$ cat src/rtl/vend_buyer_if.sv
// Buyer <-> requester/vending-machine signal bundle.
// master: the buyer block; slave: the requester plus vending machine side.
interface vend_buyer_if;
    logic              req_valid;
    logic [1:0]        req_item;
    logic [3:0]        req_n10;
    logic [3:0]        req_n50;
    logic              req_ready;
    logic [1:0]        item;
    logic              sel;
    logic              dollar_10;
    logic              dollar_50;
    logic signed [3:0] price;
    logic [2:0]        item_rels;
    logic              change_return;
    logic              done;
    logic [1:0]        done_item;
    logic [3:0]        done_change;
    logic [1:0]        done_err;

    modport master (
        input  req_valid, req_item, req_n10, req_n50, price, item_rels, change_return,
        output req_ready, item, sel, dollar_10, dollar_50,
               done, done_item, done_change, done_err
    );

    modport slave (
        output req_valid, req_item, req_n10, req_n50, price, item_rels, change_return,
        input  req_ready, item, sel, dollar_10, dollar_50,
               done, done_item, done_change, done_err
    );
endinterface

$ cat src/rtl/vend_buyer.sv
// Purchase sequencer: selects an item on the vending machine, feeds coins
// until the price is covered, collects the item and change, reports result.
module vend_buyer (
    input  logic         clk,
    input  logic         reset,
    vend_buyer_if.master bus
);
    localparam int unsigned ITEM_W = 2;
    localparam int unsigned CNT_W  = 4;
    localparam int unsigned ERR_W  = 2;

    localparam logic [ERR_W-1:0] ERR_NONE    = 2'b00;
    localparam logic [ERR_W-1:0] ERR_FUNDS   = 2'b01;
    localparam logic [ERR_W-1:0] ERR_TIMEOUT = 2'b10;
    localparam logic [ERR_W-1:0] ERR_ITEM    = 2'b11;

    typedef enum logic [2:0] {
        IDLE, SELECT, SETTLE0, COIN, SETTLE, COLLECT, DONE
    } state_t;

    state_t             state_q, state_d;
    logic [ITEM_W-1:0]  item_q, item_d;
    logic [CNT_W-1:0]   n10_q, n10_d;
    logic [CNT_W-1:0]   n50_q, n50_d;
    logic [CNT_W-1:0]   chg_q, chg_d;
    logic [CNT_W-1:0]   tmo_q, tmo_d;
    logic               rel_q, rel_d;
    logic [ITEM_W-1:0]  rel_item_q, rel_item_d;

    logic               req_ready_q, req_ready_d;
    logic [ITEM_W-1:0]  item_out_q, item_out_d;
    logic               sel_q, sel_d;
    logic               d10_q, d10_d;
    logic               d50_q, d50_d;
    logic               done_q, done_d;
    logic [ITEM_W-1:0]  done_item_q, done_item_d;
    logic [CNT_W-1:0]   done_change_q, done_change_d;
    logic [ERR_W-1:0]   done_err_q, done_err_d;

    logic               go_done;
    logic [ERR_W-1:0]   err_sel;
    logic               price_le0, price_ge0, price_ge5;

    assign price_le0 = ($signed(bus.price) <= 4'sd0);
    assign price_ge0 = ($signed(bus.price) >= 4'sd0);
    assign price_ge5 = ($signed(bus.price) >= 4'sd5);

    // State, working registers and registered outputs.
    always_ff @(posedge clk or posedge reset) begin
        if (reset) begin
            state_q       <= IDLE;
            item_q        <= '0;
            n10_q         <= '0;
            n50_q         <= '0;
            chg_q         <= '0;
            tmo_q         <= '0;
            rel_q         <= 1'b0;
            rel_item_q    <= '0;
            req_ready_q   <= 1'b1;
            item_out_q    <= '0;
            sel_q         <= 1'b0;
            d10_q         <= 1'b0;
            d50_q         <= 1'b0;
            done_q        <= 1'b0;
            done_item_q   <= '0;
            done_change_q <= '0;
            done_err_q    <= '0;
        end else begin
            state_q       <= state_d;
            item_q        <= item_d;
            n10_q         <= n10_d;
            n50_q         <= n50_d;
            chg_q         <= chg_d;
            tmo_q         <= tmo_d;
            rel_q         <= rel_d;
            rel_item_q    <= rel_item_d;
            req_ready_q   <= req_ready_d;
            item_out_q    <= item_out_d;
            sel_q         <= sel_d;
            d10_q         <= d10_d;
            d50_q         <= d50_d;
            done_q        <= done_d;
            done_item_q   <= done_item_d;
            done_change_q <= done_change_d;
            done_err_q    <= done_err_d;
        end
    end

    // Next-state, working-register updates and next output values.
    always_comb begin
        state_d       = state_q;
        item_d        = item_q;
        n10_d         = n10_q;
        n50_d         = n50_q;
        chg_d         = chg_q;
        tmo_d         = tmo_q;
        rel_d         = rel_q;
        rel_item_d    = rel_item_q;
        d10_d         = 1'b0;
        d50_d         = 1'b0;
        done_d        = 1'b0;
        done_item_d   = done_item_q;
        done_change_d = done_change_q;
        done_err_d    = done_err_q;
        go_done       = 1'b0;
        err_sel       = ERR_NONE;

        // Release and change are observed while paying and while collecting.
        if (state_q == SETTLE || state_q == COLLECT) begin
            if (bus.item_rels[2]) begin
                rel_d      = 1'b1;
                rel_item_d = bus.item_rels[1:0];
            end
            if (bus.change_return && chg_q != CNT_W'(15)) begin
                chg_d = chg_q + CNT_W'(1);
            end
        end

        case (state_q)
            IDLE: begin
                if (bus.req_valid) begin
                    item_d     = bus.req_item;
                    n10_d      = bus.req_n10;
                    n50_d      = bus.req_n50;
                    chg_d      = '0;
                    rel_d      = 1'b0;
                    rel_item_d = '0;
                    tmo_d      = '0;
                    state_d    = SELECT;
                end
            end
            SELECT:  state_d = SETTLE0;
            SETTLE0: state_d = SETTLE;
            SETTLE: begin
                if (price_le0) begin
                    tmo_d   = '0;
                    state_d = COLLECT;
                end else if (price_ge5 && n50_q != '0) begin
                    d50_d   = 1'b1;
                    n50_d   = n50_q - CNT_W'(1);
                    state_d = COIN;
                end else if (n10_q != '0) begin
                    d10_d   = 1'b1;
                    n10_d   = n10_q - CNT_W'(1);
                    state_d = COIN;
                end else if (n50_q != '0) begin
                    d50_d   = 1'b1;
                    n50_d   = n50_q - CNT_W'(1);
                    state_d = COIN;
                end else begin
                    go_done = 1'b1;
                    err_sel = ERR_FUNDS;
                end
            end
            COIN: state_d = SETTLE;
            COLLECT: begin
                if (rel_d && price_ge0 && !bus.change_return) begin
                    go_done = 1'b1;
                end else if (tmo_q == CNT_W'(15)) begin
                    go_done = 1'b1;
                    err_sel = ERR_TIMEOUT;
                end else begin
                    tmo_d = tmo_q + CNT_W'(1);
                end
            end
            DONE:    state_d = IDLE;
            default: state_d = IDLE;
        endcase

        // Completion: latch the result, flagging a wrong released item.
        if (go_done) begin
            state_d       = DONE;
            done_d        = 1'b1;
            done_item_d   = rel_item_d;
            done_change_d = chg_d;
            if (err_sel == ERR_NONE && rel_d && rel_item_d != item_q) begin
                done_err_d = ERR_ITEM;
            end else begin
                done_err_d = err_sel;
            end
        end

        req_ready_d = (state_d == IDLE);
        sel_d       = (state_d == SELECT);
        item_out_d  = (state_d == IDLE) ? '0 : item_d;
    end

    assign bus.req_ready   = req_ready_q;
    assign bus.item        = item_out_q;
    assign bus.sel         = sel_q;
    assign bus.dollar_10   = d10_q;
    assign bus.dollar_50   = d50_q;
    assign bus.done        = done_q;
    assign bus.done_item   = done_item_q;
    assign bus.done_change = done_change_q;
    assign bus.done_err    = done_err_q;
endmodule

$ cat src/flat_wrapper.sv
// flat-port wrapper written by rule: the top's interface ports become plain ports
module vend_buyer_flat 
  (clk, reset, bus_req_valid, bus_req_item, bus_req_n10, bus_req_n50, bus_price, bus_item_rels, bus_change_return, bus_req_ready, bus_item, bus_sel, bus_dollar_10, bus_dollar_50, bus_done, bus_done_item, bus_done_change, bus_done_err);
  vend_buyer_if bus_i ();
  input  logic clk;
  input  logic reset;
  input wire logic [$bits(bus_i.req_valid)-1:0] bus_req_valid;
  input wire logic [$bits(bus_i.req_item)-1:0] bus_req_item;
  input wire logic [$bits(bus_i.req_n10)-1:0] bus_req_n10;
  input wire logic [$bits(bus_i.req_n50)-1:0] bus_req_n50;
  input wire logic [$bits(bus_i.price)-1:0] bus_price;
  input wire logic [$bits(bus_i.item_rels)-1:0] bus_item_rels;
  input wire logic [$bits(bus_i.change_return)-1:0] bus_change_return;
  output wire logic [$bits(bus_i.req_ready)-1:0] bus_req_ready;
  output wire logic [$bits(bus_i.item)-1:0] bus_item;
  output wire logic [$bits(bus_i.sel)-1:0] bus_sel;
  output wire logic [$bits(bus_i.dollar_10)-1:0] bus_dollar_10;
  output wire logic [$bits(bus_i.dollar_50)-1:0] bus_dollar_50;
  output wire logic [$bits(bus_i.done)-1:0] bus_done;
  output wire logic [$bits(bus_i.done_item)-1:0] bus_done_item;
  output wire logic [$bits(bus_i.done_change)-1:0] bus_done_change;
  output wire logic [$bits(bus_i.done_err)-1:0] bus_done_err;
  assign bus_i.req_valid = bus_req_valid;
  assign bus_i.req_item = bus_req_item;
  assign bus_i.req_n10 = bus_req_n10;
  assign bus_i.req_n50 = bus_req_n50;
  assign bus_i.price = bus_price;
  assign bus_i.item_rels = bus_item_rels;
  assign bus_i.change_return = bus_change_return;
  assign bus_req_ready = bus_i.req_ready;
  assign bus_item = bus_i.item;
  assign bus_sel = bus_i.sel;
  assign bus_dollar_10 = bus_i.dollar_10;
  assign bus_dollar_50 = bus_i.dollar_50;
  assign bus_done = bus_i.done;
  assign bus_done_item = bus_i.done_item;
  assign bus_done_change = bus_i.done_change;
  assign bus_done_err = bus_i.done_err;
  vend_buyer u_core (.clk(clk), .reset(reset), .bus(bus_i));
endmodule
$ cat config.mk
export PLATFORM = sky130hd
export DESIGN_NAME = vend_buyer_flat
export DESIGN_NICKNAME = d
export VERILOG_FILES = /design/src/rtl/vend_buyer_if.sv /design/src/rtl/vend_buyer.sv /design/src/flat_wrapper.sv
export SDC_FILE = /design/constraint.sdc
export NUM_CORES = 1
export LEC_CHECK = 0
export CAP_MARGIN = 20
export CORE_MARGIN = 2
export CORE_UTILIZATION = 45
export CTS_CLUSTER_DIAMETER = 30
export DETAILED_ROUTE_END_ITERATION = 10
export GPL_ROUTABILITY_DRIVEN = 0
export PLACE_DENSITY = 0.73
export SETUP_SLACK_MARGIN = 0.1
export SLEW_MARGIN = 10
export SYNTH_ARGS = -nofsm -noshare
export SYNTH_HDL_FRONTEND = slang
export SYNTH_SLANG_ARGS = --single-unit
$ cat constraint.sdc
create_clock -name clk -period 2 [get_ports clk]
set_input_delay 0.5 -clock clk [delete_from_list [all_inputs] [get_ports clk]]
set_output_delay 0.5 -clock clk [all_outputs]
set_load 0.01 [all_outputs]
==> impl_metrics.json, run 1 <==
{
  "worst_path_max_delay_cell": "dfrtp_1",
  "power.share.sequential_pct": 34.1,
  "drt-total-wl_um": 4810,
  "clock-sinks": 39,
  "cp_num_buf_inv": 1,
  "drive_gt1_share_pct": 28.4,
  "h-tree-depth": 2,
  "clockBufferDepth": 2,
  "grt_pass1_vias": 1697,
  "vias": 1705,
  "hp-class": "register to register",
  "critical_path_class": "register to register",
  "power.density_nw_per_um2": 1320,
  "die-area_um2": 5110,
  "syn2layout_area_growth_pct": 40.9,
  "grt_use_total_pct": 19.6,
  "synth_cell_type_count": 53,
  "final_common_cell": "dfrtp_1",
  "ys_top_cells_by_area": "dfrtp_1 (46%), mux2_4 (4.4%), ha_1 (3.7%)",
  "routedWlPerCell_um": 15.0,
  "port_buffers": 35,
  "min_period_over_period_pct": 98.1,
  "internal_power_mw": 2.40,
  "cap_violations": 0,
  "grt_pass1_wl_um": 7840,
  "synth_area_um2": 2050,
  "die_h_um": 71.5,
  "clock.fmax_ghz": 0.510,
  "insertion_delay_ps": 290,
  "worst_slack_ps": 38.5,
  "synth.yosys.seq_area_share_pct": 47.7,
  "synth_top_area_share_pct": 46.4,
  "drtIter0Drc": 122,
  "synth-edff-count": 0,
  "fillers": 339,
  "critPathLaunchType": "register",
  "syn_inst": 196,
  "cts_tree": "yes",
  "worst-endpoint-arrival_ps": 2140,
  "floorplan.initialDensity_pct": 46.7,
  "status": "finished, final reports clean",
  "fp-row-count": 24,
  "cts_root_buffer": "clkbuf_8",
  "place_area_um2": 2690,
  "path_cells": "inv_2 > ha_4 > or3b_4 > nand2b_4 > nor3_4 > or2_4 > mux2_4",
  "rsz0062_at_grt": "true",
  "cp_max_fo": 5,
  "worstPathRequired_ps": 2180,
  "relSlewSlack_pct": 75.2,
  "n_antenna_cell": 0,
  "fp.dieW_um": 71.5,
  "setup_viol": 0,
  "slew_viol_final": 0,
  "dp_slack_ps": -298,
  "gr-total-overflow": 0,
  "syn_nets": 223,
  "grt_max_degree": 32,
  "skew_ps": 3.00,
  "leakage_nw": 1.36,
  "layout.nets": 295,
  "yosysWarnings": 0,
  "route.detailed.drc": 0,
  "hpwlAfterDp_um": 3320,
  "min_period_ps": 1960,
  "ys_seq_elements": 39,
  "async_reset_ff_share_pct": 100,
  "via_per_inst": 5.33,
  "fin_hold_ws_ps": 513,
  "clkSlewWorstSetupHoldPaths_ps": 70,
  "hold_violations": 0,
  "antenna_found_initial": 0,
  "synth_flop_cell": "dfrtp_1",
  "pwr-share-clk_pct": 14.3,
  "endpoint_kind": "register",
  "swShare_pct": 37.0,
  "cp_top_family": "simple AND/OR/NAND/NOR gates",
  "drt_pass1_iterations": 4,
  "worst_slew_pin_slew_ps": 371,
  "p_total_mw": 3.80,
  "final_cell_mix": "dfrtp_1 (38), buf_4 (32), clkdlybuf4s50_1 (30)",
  "numCtsBuffers": 5,
  "max-vdd-ir-drop_v": 0.000674,
  "p_sw_mw": 1.41,
  "avgSynthCellArea_um2": 10.5,
  "synth_top_cell_by_area": "dfrtp_1",
  "io_pins": 36,
  "ant_nets": 0,
  "core_um2": 4380,
  "max_stage_delay_ps": 400,
  "combPwrFrac_pct": 51.6,
  "final_area_um2": 2890
}
-- power by group through the flow --
stage | registers (mW) | logic (mW) | clock network, mW
after floorplan | 1.31 | 1.02 | 0
after detailed placement | 1.30 | 1.79 | 0
after CTS | 1.29 | 1.84 | 0.552
after global placement | 1.29 | 1.74 | 0
after global routing | 1.33 | 2.15 | 0.589
final | 1.30 | 1.96 | 0.544
-- state kept, by name, summed over array words and instances (netlist names) --
name and count:
u_core.n50_q 4, u_core.chg_q 4, u_core.bus.done_change 4, u_core.bus.done_item 2, u_core.state_q 3, u_core.bus.done_err 2
u_core.bus.dollar_50 1, u_core.item_q 2, u_core.rel_item_q 2, u_core.bus.done 1, u_core.bus.item 2, u_core.tmo_q 4
u_core.rel_q 1, u_core.bus.req_ready 1, u_core.n10_q 4, u_core.bus.sel 1, u_core.bus.dollar_10 1
-- logic make-up after synthesis --
group / share of synthesized area, %
mux: 7.51
xor+xnor: 2.14
buf+inv: 3.17
flops: 47.7
fa+ha+maj: 3.66
compound gates: 14.3
simple gates: 21.6
-- cell type report --
| type | count | area (µm²) | share of cell area [%] |
|---|---|---|---|
| flip-flops and latches | 39 | 977 | 33.8 |
| repair buffers | 70 | 634 | 22.0 |
| well taps | 52 | 65.1 | 2.25 |
| clock buffers | 6 | 82.6 | 2.86 |
| clock inverters | 1 | 5.00 | 0.173 |
| multi-input cells | 144 | 1090 | 37.9 |
| inverters | 8 | 30.0 | 1.04 |
-- per-stage QoR --
| step | utilization, % | cells | setup TNS [ps] |
|---|---|---|---|
| after floorplan | - | 196 | 0 |
| after CTS | 64.4 | 317 | 0 |
| after detailed placement | 61.4 | 309 | -4450 |
| after global placement | 61.4 | 309 | -3770 |
| final | 65.9 | 320 | 0 |
| after global routing | 65.9 | 320 | -145 |
-- layer usage --
metal	up-vias	global-route usage, %	part of all wire, %
met4	0	6.71	1.8
met3	11	4.08	3.6
met5	-	0	0
met1	822	26.2	45
li1	841	-	-
met2	31	31.8	50
-- worst register-to-register path, cell delays in order, from the launching register on --
cell and delay [ps]:
dfrtp_1 400, inv_2 90, ha_4 120, or3b_4 380, nand2b_4 160, nor3_4 170
or2_4 210, mux2_4 310
-- Yosys cell counts, types with 4 or more instances --
cell type / count
inv_1: 8
nor2b_1: 5
nor2_1: 19
and3_1: 4
o21ai_1: 11
buf_2: 4
mux2_4: 6
a21oi_1: 14
nor3_1: 5
nand2_1: 9
dfrtp_1: 38
o21ai_0: 5
nand2b_1: 5
xor2_1: 4
ha_1: 6
nor3b_1: 4
-- repair_timing --
item                                    4_1_cts  5_1_grt
resized for setup                            13       11
endpoints found under the setup margin       10       17
pin swaps                                     9        4
cloned                                        1        0
setup buffers                                 0        3
hold buffers                                  0        0
-- final timing paths --
kind	startpoint	end	slack [ps]	cells past startpoint
max in group asynchronous	reset	u_core.bus.req_ready$_DFF_PP1_	1210	3
setup reg to reg	u_core.n10_q[0]$_DFFE_PP0P_	u_core.bus.done_item[0]$_DFFE_PP0P_	40	7
setup / recovery	u_core.n10_q[0]$_DFFE_PP0P_	u_core.bus.done_item[0]$_DFFE_PP0P_	40	7
hold / removal	u_core.bus.done_change[1]$_DFFE_PP0P_	u_core.bus.done_change[1]$_DFFE_PP0P_	510	1
min in group asynchronous	reset	u_core.n50_q[2]$_DFFE_PP0P_	550	3
hold reg to reg	u_core.bus.done_change[1]$_DFFE_PP0P_	u_core.bus.done_change[1]$_DFFE_PP0P_	510	1
(Power assumes the default switching activity.)
==> run 2: changes to the inputs <==
--- a/config.mk
+++ b/config.mk
@@ -5,13 +5,14 @@
 export SDC_FILE = /design/constraint.sdc
 export NUM_CORES = 1
 export LEC_CHECK = 0
+export ABC_AREA = 1
 export CAP_MARGIN = 20
 export CORE_MARGIN = 2
 export CORE_UTILIZATION = 45
 export CTS_CLUSTER_DIAMETER = 30
 export DETAILED_ROUTE_END_ITERATION = 10
 export GPL_ROUTABILITY_DRIVEN = 0
-export PLACE_DENSITY = 0.73
+export PLACE_DENSITY = 0.72
 export SETUP_SLACK_MARGIN = 0.1
 export SLEW_MARGIN = 10
 export SYNTH_ARGS = -nofsm -noshare
==> run 2 against run 1 <==
- cell area is 5.5% lower
- critical endpoint is now bus_req_ready
- power is 7.5% lower
- first-iteration DRC count is 7.4% lower
- via count is 5.6% higher
- final cell count is 14% higher
- hold slack worse by 48 ps
- count of clock-buffer cells in the layout stayed put
- global-route usage is 1.9 points lower
- sequential power hardly changed
- synthesized area is 5.2% higher
==> impl_metrics.json, run 2 <==
{
  "status": "finished, final reports clean",
  "clkSlewWorstSetupHoldPaths_ps": 80,
  "ys_top_cells_by_area": "dfrtp_1 (44%), nand2_1 (10%), inv_1 (7.1%)",
  "port_buffers": 35,
  "insertion_delay_ps": 300,
  "fp.dieW_um": 73.2,
  "avgSynthCellArea_um2": 8.29,
  "finalSetupTns_ps": 0,
  "yosysMostFrequentCell": "nand2_1",
  "layout.nets": 337,
  "grt_pass1_vias": 1694,
  "fillers": 438,
  "drt_pass1_iterations": 4,
  "min_period_over_period_pct": 91.4,
  "numCtsBuffers": 5,
  "yosysWarnings": 0,
  "final_cell_mix": "nand2_1 (58), inv_1 (41), dfrtp_1 (38)",
  "synth_top_area_share_pct": 44.1,
  "grt_max_degree": 33,
  "cap_violations": 0,
  "syn_nets": 287,
  "finalCoreUtilization_pct": 58.6,
  "via_per_inst": 4.93,
  "grt_use_total_pct": 17.7,
  "max-vdd-ir-drop_v": 0.000519,
  "async_reset_ff_share_pct": 100,
  "cts_tree": "yes",
  "critical_path_class": "register to output pin",
  "hold_violations": 0,
  "numPlacedInstances": 357,
  "finalNonFillerCells": 365,
  "ys_seq_elements": 39,
  "gr-total-overflow": 0,
  "worst_path_max_delay_cell": "dfstp_2",
  "post_cts_resized": 0,
  "drtIter0Drc": 113,
  "synth_area_um2": 2160,
  "fin_hold_ws_ps": 465,
  "synth-edff-count": 0,
  "skew_ps": 8.95,
  "clock.fmax_ghz": 0.547,
  "h-tree-depth": 2,
  "setup_viol": 0,
  "fp-row-count": 25,
  "cp_num_buf_inv": 1,
  "p_total_mw": 3.52,
  "synth_cell_type_count": 35,
  "syn_inst": 260,
  "core_um2": 4660,
  "io_pins": 36,
  "relSlewSlack_pct": 76.1,
  "synth_flop_cell": "dfrtp_1",
  "worst_slew_pin_slew_ps": 358,
  "path_cells": "clkdlybuf4s50_1",
  "cts_hold_buf": 0,
  "vias": 1800,
  "rsz0062_at_grt": "false",
  "min_period_ps": 1830,
  "cp_top_family": "flip-flops",
  "grt_pass1_wl_um": 7290,
  "hp-class": "primary input to async pin",
  "syn2layout_area_growth_pct": 26.6,
  "post_cts_buffers": 0,
  "hpwlAfterDp_um": 3350,
  "die_h_um": 73.2,
  "ant_nets": 0,
  "antenna_found_initial": 0,
  "synth_top_cells_by_count": "nand2_1 (58), inv_1 (41), dfrtp_1 (38)",
  "endpoint_kind": "output pin",
  "place_area_um2": 2650,
  "route.detailed.drc": 0,
  "cp_max_fo": 1,
  "clock-sinks": 39,
  "slew_viol_final": 0,
  "clockBufferDepth": 2,
  "n_antenna_cell": 0,
  "max_stage_delay_ps": 520,
  "critPathLaunchType": "register",
  "final_common_cell": "nand2_1",
  "worstPathRequired_ps": 1500,
  "synth.yosys.seq_area_share_pct": 45.3,
  "cts_root_buffer": "clkbuf_8",
  "routedWlPerCell_um": 12.0,
  "leakage_nw": 1.39,
  "die-area_um2": 5360,
  "final_area_um2": 2730,
  "synth_top_cell_by_area": "dfrtp_1",
  "dp_slack_ps": 15.3,
  "power.density_nw_per_um2": 1290,
  "drt-total-wl_um": 4390,
  "drive_gt1_share_pct": 17.4,
  "worst-endpoint-arrival_ps": 1330,
  "worst_slack_ps": 172,
  "floorplan.initialDensity_pct": 46.3
}
[run 2: power breakdown]
| group | leakage, nW | internal (mW) | total [mW] | switching [mW] |
|---|---|---|---|---|
| Clock | 0.0412 | 0.244 | 0.517 | 0.274 |
| Sequential | 0.478 | 1.10 | 1.29 | 0.195 |
| Combinational | 0.869 | 0.743 | 1.71 | 0.965 |
| Total | 1.39 | 2.08 | 3.52 | 1.43 |
[run 2: final cells by class]
class | instances | area (µm²) | area share [%]
clock inverters | 2 | 12.5 | 0.458
inverters | 48 | 180 | 6.60
multi-input cells | 169 | 967 | 35.4
clock buffers | 6 | 72.6 | 2.66
repair buffers | 47 | 453 | 16.6
well taps | 54 | 67.6 | 2.47
flip-flops and latches | 39 | 977 | 35.8
[run 2: cell families (layout without fill, tap and decap cells)]
| group | after synthesis | in the layout | synth area share (%) |
|---|---|---|---|
| adder cells (fa/ha/maj) | 6 | 6 | 3.48 |
| flip-flops | 39 | 39 | 45.3 |
| AO/OA/AOI/OAI | 41 | 41 | 11.0 |
| AND/OR/NAND/NOR | 120 | 120 | 29.5 |
| XOR/XNOR | 2 | 2 | 0.813 |
| buffers and inverters | 52 | 103 | 9.81 |
[run 2: path summary, 6_finish.rpt]
path                                                         end                                   from  cells after the start  slack (ps)
setup reg to reg              u_core.bus.done_err[0]$_DFFE_PP0P_            u_core.n10_q[0]$_DFFE_PP0P_                     10         240
hold / removal                         u_core.chg_q[2]$_DFF_PP0_                                  reset                      2         470
hold reg to reg            u_core.bus.done_change[3]$_DFFE_PP0P_  u_core.bus.done_change[3]$_DFFE_PP0P_                      2         480
min in group clk           u_core.bus.done_change[3]$_DFFE_PP0P_  u_core.bus.done_change[3]$_DFFE_PP0P_                      2         480
max in group asynchronous         u_core.bus.req_ready$_DFF_PP1_                                  reset                      3         970
setup / recovery                                   bus_req_ready         u_core.bus.req_ready$_DFF_PP1_                      1         170
[run 2: metal layers]
metal	routed length (µm)	global-route usage, %
met3	133	3.87
met4	52	5.35
met5	0	0
met1	2030	23.4
met2	2180	29.0
